**src/rtl/instr_fetch_stage.sv**
```systemverilog
// RV32I fetch stage with IF/ID pipeline register, one-entry skid buffer for stalled acks.
// Optional FETCH_PERF_EN adds fetch_count / bubble_count performance counters.
module instr_fetch_stage #(
    parameter int unsigned     XLEN      = 32,
    parameter logic [XLEN-1:0] RESET_PC  = '0,
    parameter logic [31:0]     NOP_INSTR = 32'h0000_0013
) (
    input  logic            clk,
    input  logic            rst,
    output logic            imem_req,
    output logic [XLEN-1:0] imem_addr,
    input  logic [31:0]     imem_rdata,
    input  logic            imem_ack,
    input  logic            stall,
    input  logic            redirect,
    input  logic [XLEN-1:0] redirect_pc,
    output logic            if_id_valid,
    output logic [XLEN-1:0] if_id_pc,
    output logic [31:0]     if_id_instr,
    output logic [6:0]      if_id_opcode
`ifdef FETCH_PERF_EN
    ,
    output logic [31:0]     fetch_count,
    output logic [31:0]     bubble_count
`endif
);

    localparam int unsigned ILEN = 32;

    typedef enum logic [1:0] {
        BOOT = 2'd0,
        REQ  = 2'd1,
        HOLD = 2'd2
    } state_e;

    state_e          state_q;
    logic [XLEN-1:0] pc_q;
    logic [XLEN-1:0] if_id_pc_q;
    logic [ILEN-1:0] if_id_instr_q;
    logic            if_id_valid_q;
    logic [XLEN-1:0] skid_pc_q;
    logic [ILEN-1:0] skid_instr_q;
    logic [XLEN-1:0] pc_plus4_d;
    logic [XLEN-1:0] redirect_pc_d;

    assign pc_plus4_d    = pc_q + XLEN'(4);
    assign redirect_pc_d = {redirect_pc[XLEN-1:2], 2'b00};

    assign imem_req     = (state_q == REQ);
    assign imem_addr    = pc_q;
    assign if_id_valid  = if_id_valid_q;
    assign if_id_pc     = if_id_pc_q;
    assign if_id_instr  = if_id_instr_q;
    assign if_id_opcode = if_id_instr_q[6:0];

    // Fetch FSM, pc and IF/ID register; redirect outranks ack and stall.
    always_ff @(posedge clk) begin
        if (rst) begin
            state_q       <= BOOT;
            pc_q          <= RESET_PC;
            if_id_valid_q <= 1'b0;
            if_id_pc_q    <= RESET_PC;
            if_id_instr_q <= NOP_INSTR;
            skid_pc_q     <= '0;
            skid_instr_q  <= '0;
        end else begin
            unique case (state_q)
                BOOT: state_q <= REQ;
                REQ: begin
                    if (redirect) begin
                        pc_q          <= redirect_pc_d;
                        if_id_valid_q <= 1'b0;
                        if_id_instr_q <= NOP_INSTR;
                    end else if (imem_ack && !stall) begin
                        if_id_valid_q <= 1'b1;
                        if_id_pc_q    <= pc_q;
                        if_id_instr_q <= imem_rdata;
                        pc_q          <= pc_plus4_d;
                    end else if (imem_ack) begin
                        skid_pc_q    <= pc_q;
                        skid_instr_q <= imem_rdata;
                        pc_q         <= pc_plus4_d;
                        state_q      <= HOLD;
                    end else if (!stall) begin
                        if_id_valid_q <= 1'b0;
                        if_id_instr_q <= NOP_INSTR;
                    end
                end
                HOLD: begin
                    if (redirect) begin
                        pc_q          <= redirect_pc_d;
                        if_id_valid_q <= 1'b0;
                        if_id_instr_q <= NOP_INSTR;
                        state_q       <= REQ;
                    end else if (!stall) begin
                        if_id_valid_q <= 1'b1;
                        if_id_pc_q    <= skid_pc_q;
                        if_id_instr_q <= skid_instr_q;
                        state_q       <= REQ;
                    end
                end
                default: state_q <= BOOT;
            endcase
        end
    end

`ifdef FETCH_PERF_EN
    logic fetch_accept_c;
    logic bubble_load_c;

    // An ack counts as fetched unless a redirect discards it in the same cycle.
    always_comb begin
        fetch_accept_c = 1'b0;
        bubble_load_c  = 1'b0;
        unique case (state_q)
            REQ: begin
                fetch_accept_c = imem_ack & ~redirect;
                bubble_load_c  = redirect | (~imem_ack & ~stall);
            end
            HOLD:    bubble_load_c = redirect;
            default: ;
        endcase
    end

    always_ff @(posedge clk) begin
        if (rst) begin
            fetch_count  <= '0;
            bubble_count <= '0;
        end else begin
            if (fetch_accept_c) fetch_count <= fetch_count + 32'd1;
            if (bubble_load_c)  bubble_count <= bubble_count + 32'd1;
        end
    end
`endif

endmodule
```
**config.mk**
```make
export PLATFORM = sky130hd
export DESIGN_NAME = instr_fetch_stage
export DESIGN_NICKNAME = d
export VERILOG_FILES = /design/src/rtl/instr_fetch_stage.sv
export SDC_FILE = /design/constraint.sdc
export NUM_CORES = 1
export LEC_CHECK = 0
export BUFFER_PORTS_ARGS = -buffer_cell sky130_fd_sc_hd__clkbuf_2
export CORE_UTILIZATION = 48
export DETAILED_ROUTE_END_ITERATION = 12
export HOLD_SLACK_MARGIN = 0.1
export PLACE_DENSITY = 0.85
export SLEW_MARGIN = 40
export SYNTH_ARGS = -nofsm -noshare
export SYNTH_HDL_FRONTEND = slang
export SYNTH_SLANG_ARGS = --single-unit
```
**constraint.sdc**
```tcl
create_clock -name clk -period 2 [get_ports clk]
set_input_delay 0.2 -clock clk [delete_from_list [all_inputs] [get_ports clk]]
set_output_delay 0.2 -clock clk [all_outputs]
set_load 0.01 [all_outputs]
```
==> summary by stage, run 1 <==
Logic synthesis
Counting flops with an async set or reset pin after synthesis yields a share of 0. The post-synthesis register bit count is 157. The largest total area in the synthesized netlist belongs to sky130_fd_sc_hd__dfxtp_1. Summing every instance area after synthesis gives 6960 um^2.

The post-synthesis sequential area ratio is 0.452. The unique cell type count in the Yosys netlist is 54. The area share of the largest cell type after synthesis is 0.452.

The most frequent cell after synthesis is sky130_fd_sc_hd__dfxtp_1. After synthesis, the mean cell area works out to 8.15 um^2. The most used flip-flop cell after synthesis is sky130_fd_sc_hd__dfxtp_1. The number of flops mapped to enable cells by yosys is 0. Synthesis produced 854 cells.

By area the synthesized netlist is led by sky130_fd_sc_hd__dfxtp_1 45%, sky130_fd_sc_hd__nand2_1 8.4%, sky130_fd_sc_hd__a21oi_1 5.8%. Yosys printed 0 warnings. In the synthesized netlist, the cells that appear most often are 157 x sky130_fd_sc_hd__dfxtp_1, 156 x sky130_fd_sc_hd__nand2_1, 85 x sky130_fd_sc_hd__nor2_1, 80 x sky130_fd_sc_hd__a21oi_1, 42 x sky130_fd_sc_hd__clkbuf_1.

Flow run
The total of max-cap violations is 0.

Detailed routing
The detail-routed net length per standard cell is 16.9 um. For this block, the via count after detailed routing is 7270. Dividing the detail-routed via count by the number of cells gives 5.85. The first detailed-routing pass ran for 7 iterations.

The count of routing violations after the opening detailed-route iteration is 756. Summed over all nets, wire length on met2 after detailed routing comes to 10200 um. The residual antenna-violating net count after detailed routing is 0. Summed over all nets, wire length on met3 after detailed routing comes to 1690 um. After detailed routing, the number of remaining DRC violations is 0. The post-detailed-routing wire length is 21000 um.

The highest layer touched by signal routing is met4. The wire length the detailed router placed on met1 is 8770 um.

Floorplan
The floorplan core area is 14000 um^2. The die covers 15000 um^2. The floorplan step set the die height to 122 um. The floorplan has 43 rows. The initial utilization of the core area, before any placement, comes to 0.497. The floorplan step set the die width to 122 um.

During I/O placement, the number of pins put on the boundary was 174.

Global route
The total global routing track utilization is 0.274. The total grt overflow is 0. The number of global-route vias before repair came to 6601. The wire length of the first global-routing pass is 32500 um. Entering global routing, the biggest net connects 147 pins. The initial antenna violation count was 0.

STA
The clock arrives with 0.00875 ns of skew. Setup repair after global routing could not meet its margin everywhere. The hold violation count in the final report was 0. The max-slew violation total from the final report is 0. The total negative slack is 0 ns.

Timing would allow up to 519 MHz. Setup violations remaining at the end of the flow were counted as 0. Measured against its own limit, the worst slew margin works out to 0.555. In the finished design, the share of the clock period the worst path needs comes to 0.963. The final critical path time including I/O delays and setup is 1.93 ns. The transition time at the pin with the least slew margin is 0.668 ns.

Hold path
The startpoint of the tightest hold check path is redirect_pc[27]. The tightest min-delay check is of the in2reg type.

Critical path
The start-to-end type of the worst setup path is reg2reg. STA classifies the critical path startpoint as a register. The arrival time reported for the critical path endpoint is 2.26 ns.

The maximum fanout along the worst path is 15. Tracing the worst setup path back leads to its startpoint at state_q[0]$_SDFFE_PP0P_. The launch instance of the worst register-to-register path is state_q[0]$_SDFFE_PP0P_.

STA classifies the critical path endpoint as a register. The required arrival time at the worst endpoint is 2.33 ns.

Power and ir drop
The maximum vdd drop is 0.822 mV. The ratio of total power to cell area is 944 nW/um^2. The static leakage is 3.60 nW.

Cells and area
0 antenna diodes ended up in the layout. The post-layout net count is 1123. The final-layout fill cell count is 1075. Compared with the post-synthesis result, the final layout area differs by 32.6%.

Once layout is done, the placed cells without fillers occupy 9230 um^2. Of the cells placed in the final design, the portion with a size suffix greater than 1 is 0.256.

Placed design
The final weighted congestion in routability-driven placement is 0.907. Buffers placed on the I/O ports in this run total 167. Detailed placement finished with a half-perimeter wire length of 12400 um. The post-detailed-placement cell area is 8140 um^2.

Clock tree
The total clock sinks is 157. The tree is rooted in a sky130_fd_sc_hd__clkbuf_16. Clock-pin slew was measured on the worst setup and hold paths at 0.06 ns. The number of buffers created by CTS is 17. The buffer levels on the longest clock path is 2.

The clock latency reported for the late side of the worst-skew pair is 0.43 ns. TritonCTS built the clock tree. The CTS H-tree depth is 4.

Outcome
The flow ran to the end, and the final reports show no timing, DRC or antenna violations.
## power by group
| group | switching (mW) | leakage (nW) | internal [mW] |
|---|---|---|---|
| clock network | 1.34 | 0.307 | 2.12 |
| logic | 0.984 | 2.01 | 0.726 |
| registers | 0.181 | 1.28 | 3.36 |
| total | 2.51 | 3.60 | 6.21 |
## final cells by class
cell class	instances	area (um^2)	area share
inverter	6	22.5	0.00244
timing repair buffer	257	1750	0.189
sequential	157	3140	0.341
tap	180	225	0.0244
multi-input combinational	611	3460	0.375
clock buffer	18	439	0.0476
clock inverter	13	186	0.0202
## critical path, cell delays in order, from the launching register on
cell and delay [ns]:
sky130_fd_sc_hd__dfxtp_2 0.33, sky130_fd_sc_hd__inv_1 0.05, sky130_fd_sc_hd__ha_2 0.20, sky130_fd_sc_hd__buf_12 0.15, sky130_fd_sc_hd__or2_4 0.26, sky130_fd_sc_hd__nor3b_4 0.27, sky130_fd_sc_hd__buf_12 0.19, sky130_fd_sc_hd__a221oi_1 0.10
sky130_fd_sc_hd__nor3_1 0.26
## worst paths after layout
path / end / slack [ns] / depth (start not counted)
setup reg to reg: if_id_instr[6]$_SDFFE_PP0P_ / 0.07 / 8
hold / removal: imem_addr[27]$_SDFFE_PP0P_ / 0.12 / 3
setup / recovery: if_id_instr[6]$_SDFFE_PP0P_ / 0.07 / 8
hold reg to reg: skid_pc_q[4]$_SDFFE_PP0P_ / 0.46 / 2
## state kept, by name, indices dropped and copies added, names as in the netlist
signal,cells
if_id_instr,32
skid_instr_q,32
if_id_pc,30
imem_addr,30
skid_pc_q,30
state_q,2
if_id_valid,1
## repair_timing
action	4_1_cts	5_1_grt
setup endpoints to repair	0	23
hold buffers	38	0
resized for setup	0	10
buffers inserted	0	1
endpoints found under the hold margin	55	0
## per-layer routing
layer  vias up  track usage
li1       3451            -
met1      3457        0.341
met2       328        0.456
met3        34       0.0739
met4         0       0.0938
met5         -            0
## through the flow
stage               power, mW   util  setup WS (ns)  hold WS [ns]  std cells
floorplan                4.52      -         0.0938         0.336        857
global placement         5.14  0.582         0.0829         0.438       1170
detailed placement       5.18  0.582          0.105         0.444       1170
CTS                      8.67  0.654         0.0755         0.103       1239
global route             9.07  0.660        -0.0415         0.125       1242
finish                   8.71  0.660         0.0731         0.118       1242
## cell families after synthesis
kind of cell               count (synthesis)  share of synthesized area
muxes                                     36                     0.0518
buffers and inverters                     89                     0.0592
other                                      1                   0.000539
adders and majority gates                  4                    0.00719
DFF                                      157                      0.452
AOI/OAI and AO/OA                        210                      0.199
and+or+nand+nor                          357                      0.230
## placed cells by master, fill, tap and decap left out, types with 7 or more instances in the layout
cell type	n
sky130_fd_sc_hd__dlygate4sd3_1	38
sky130_fd_sc_hd__a21oi_1	80
sky130_fd_sc_hd__nand2_1	156
sky130_fd_sc_hd__buf_12	9
sky130_fd_sc_hd__nor2_1	84
sky130_fd_sc_hd__a211oi_1	34
sky130_fd_sc_hd__o22ai_1	7
sky130_fd_sc_hd__clkbuf_2	166
sky130_fd_sc_hd__and3_1	11
sky130_fd_sc_hd__a221oi_1	29
sky130_fd_sc_hd__a31oi_1	9
sky130_fd_sc_hd__nand4_1	12
sky130_fd_sc_hd__o21ai_0	13
sky130_fd_sc_hd__nand3_1	21
sky130_fd_sc_hd__nor3_1	38
sky130_fd_sc_hd__buf_4	41
sky130_fd_sc_hd__mux2i_1	36
sky130_fd_sc_hd__clkbuf_16	18
sky130_fd_sc_hd__dfxtp_1	156
Note: power is estimated with default switching activity, not from simulation.
==> run 2, diff against run 1 <==
RECOVER_POWER = 50   (was not set)
==> summary by stage, run 2 (synthesis results as in run 1) <==
Detailed routing
The detail-routed net length per standard cell is 16.9 um (about the same). The post-detailed-routing wire length came to 21000 um (about the same). The residual antenna-violating net count after detailed routing is 0 (unchanged).

The total DRC errors in the routed layout is 0 (unchanged). The via density per instance is 5.86 (was 5.85). The total vias in the final route is 7275 (was 7270).

The count of routing violations after the opening detailed-route iteration is 694 (was 756). The iteration count of the initial detailed-routing pass is 5 (was 7).

Critical path
The number of logic stages on the critical path including buffering is 8 (unchanged). The nature of the critical path endpoint is a register (unchanged). The cell type with the highest occurrence count on the critical path is sky130_fd_sc_hd__buf_12 (unchanged).

The endpoint of the most critical register-to-register path is if_id_instr[6]$_SDFFE_PP0P_ (unchanged). The type of element launching the critical path is a register (unchanged). The critical path endpoint is if_id_instr[6]$_SDFFE_PP0P_ (unchanged). The arrival time reported for the critical path endpoint is 2.26 ns (about the same).

The maximum fanout along the worst path is 15 (unchanged). The number of buffer and inverter stages on the critical path is 3 (unchanged). The start-to-end type of the worst setup path is reg2reg (unchanged).

The slowest library cell on the worst path is sky130_fd_sc_hd__dfxtp_2 (unchanged). The largest incremental delay on the critical path is 0.33 ns (about the same). The cell class contributing the biggest share of worst-path delay is simple AND/OR/NAND/NOR gates (unchanged). The critical path startpoint is state_q[0]$_SDFFE_PP0P_ (unchanged). The register-to-register setup slack came to 0.07 ns (about the same).

The depth of the worst register-to-register path came to 8 (unchanged). The launch instance of the worst register-to-register path is state_q[0]$_SDFFE_PP0P_ (unchanged). The required arrival time at the worst endpoint is 2.33 ns (about the same).

Cell breakdown of the critical path: inv_1 -> ha_2 -> buf_12 -> or2_4 -> nor3b_4 -> buf_12 -> a221oi_1 -> nor3_1 (unchanged).

Placed design
The number of buffer cells added on primary ports came to 167 (unchanged). The post-DP HPWL is 12400 um (unchanged). The number of instances in the placed design is 1170 (unchanged). The final weighted congestion in routability-driven placement is 0.907 (unchanged).

Floorplan
The number of rows created at floorplan is 43 (unchanged). The starting density of the core is 0.497 (unchanged). The vertical die dimension was 122 um (unchanged).

The number of top-level pins is 174 (unchanged). The die area came to 15000 um^2 (unchanged). The floorplan core area came to 14000 um^2 (unchanged). The width of the die is 122 um (unchanged).

Global route
The total global routing track utilization is 0.274 (unchanged). The number of global-route vias before repair came to 6601 (unchanged). The total grt overflow is 0 (unchanged).

The initial antenna violation count came to 0 (unchanged). The maximum number of pins on one net before global-route repair is 147 (unchanged). The wire length of the first global-routing pass is 32500 um (unchanged).

Clock tree
The cell chosen for the clock root is sky130_fd_sc_hd__clkbuf_16 (unchanged). The CTS H-tree depth is 4 (unchanged). The total clock sinks came to 157 (unchanged). The clock-pin slew on the worst setup and hold paths came to 0.06 ns (about the same). The CTS tree is yes (unchanged). The clock latency reported for the late side of the worst-skew pair was 0.43 ns (about the same). The buffer levels on the longest clock path is 2 (unchanged). The number of buffers created by CTS was 17 (unchanged).

STA
The number of setup violations in the final report came to 0 (unchanged). The max-slew violation total from the final report is 0 (unchanged). The final setup skew was 0.00744 ns (was 0.00875 ns).

Unrepaired setup endpoints after global routing: yes (unchanged). The final critical path time including I/O delays and setup is 1.93 ns (about the same). The maximum operating frequency came to 519 MHz (about the same). The hold violation count in the final report is 0 (unchanged). The final-layout worst hold slack came to 0.118 ns (about the same). The remaining max-slew budget at the tightest pin is 0.554 (was 0.555).

The transition time at the pin with the least slew margin was 0.669 ns (was 0.668 ns). The period utilization is 0.964 (was 0.963).

Cells and area
The filler-free cell count of the finished design is 1242 (unchanged). Leading cell types in the layout, fill and taps excluded: 156 x sky130_fd_sc_hd__nand2_1, 156 x sky130_fd_sc_hd__dfxtp_1, 98 x sky130_fd_sc_hd__clkbuf_1 (was 166 x sky130_fd_sc_hd__clkbuf_2, 156 x sky130_fd_sc_hd__nand2_1, 156 x sky130_fd_sc_hd__dfxtp_1). The post-layout net count is 1123 (unchanged). The number of antenna repair diodes is 0 (unchanged). The area growth from synthesis to layout is 30.0% (was 32.6%). The share of final-layout standard cells stronger than drive strength 1 was 0.163 (was 0.256).

Power and ir drop
The power after layout is 8.63 mW (was 8.71 mW). The ratio of total power to cell area came to 954 nW/um^2 (was 944 nW/um^2). The static leakage is 3.25 nW (was 3.60 nW).

The maximum vdd drop is 0.816 mV (was 0.822 mV).

Hold path
The class of the most critical hold timing path is in2reg (unchanged). The startpoint of the tightest hold check path is redirect_pc[9] (was redirect_pc[27]).

Outcome
Status: complete, no violations (unchanged).

Flow run
The total of max-cap violations is 0 (unchanged).
==> run 2: metrics by stage <==
step / utilization / TNS [ns] / worst slack [ns] / area, um^2
4_1_cts: 0.654 / 0 / 0.0755 / 9150
3_5_place_dp: 0.582 / 0 / 0.105 / 8140
5_1_grt: 0.647 / -0.0923 / -0.0415 / 9050
6_report: 0.647 / 0 / 0.0714 / 9050
3_3_place_gp: 0.582 / 0 / 0.0829 / 8140
2_1_floorplan: - / 0 / 0.0938 / 6970
==> run 2: routing by layer <==
metal	GRT usage	share of wire
met5	0	0
met4	0.0938	0.016
met3	0.0739	0.087
met2	0.456	0.48
met1	0.341	0.41
==> run 2: layout make-up <==
| cell class | instances | area (um^2) |
|---|---|---|
| clock buffers | 18 | 439 |
| clock inverters | 13 | 186 |
| fillers | 1144 | 4940 |
| inverters | 6 | 22.5 |
| multi-input cells | 611 | 3460 |
| flip-flops and latches | 157 | 3140 |
| well taps | 180 | 225 |
| repair buffers | 257 | 1570 |
==> run 2: worst min path at each step <==
| stage | end | slack [ns] | cells after the start |
|---|---|---|---|
| floorplan | skid_instr_q[0]$_SDFFE_PP0P_ | 0.34 | 2 |
| global placement | skid_instr_q[19]$_SDFFE_PP0P_ | 0.44 | 3 |
| detailed placement | skid_instr_q[26]$_SDFFE_PP0P_ | 0.44 | 3 |
| CTS | imem_addr[19]$_SDFFE_PP0P_ | 0.10 | 4 |
| global route | imem_addr[15]$_SDFFE_PP0P_ | 0.13 | 3 |
| finish | imem_addr[9]$_SDFFE_PP0P_ | 0.12 | 3 |
==> run 2: what timing repair did <==
action	CTS	global route
hold buffers	38	0
endpoints found under the setup margin	0	23
hold endpoints to repair	55	0
buffers inserted	0	1
resized for setup	0	10
==> run 2: worst reg2reg max path, cell delays in order (launching register included) <==
cell and delay, ns:
sky130_fd_sc_hd__dfxtp_2 0.33, sky130_fd_sc_hd__inv_1 0.05, sky130_fd_sc_hd__ha_2 0.21, sky130_fd_sc_hd__buf_12 0.15
sky130_fd_sc_hd__or2_4 0.26, sky130_fd_sc_hd__nor3b_4 0.27, sky130_fd_sc_hd__buf_12 0.19, sky130_fd_sc_hd__a221oi_1 0.11
sky130_fd_sc_hd__nor3_1 0.26
==> run 2: power breakdown <==
part / switching [mW] / internal (mW)
Clock: 1.34 / 2.12
Combinational: 0.985 / 0.645
Sequential: 0.179 / 3.36
Total: 2.51 / 6.12
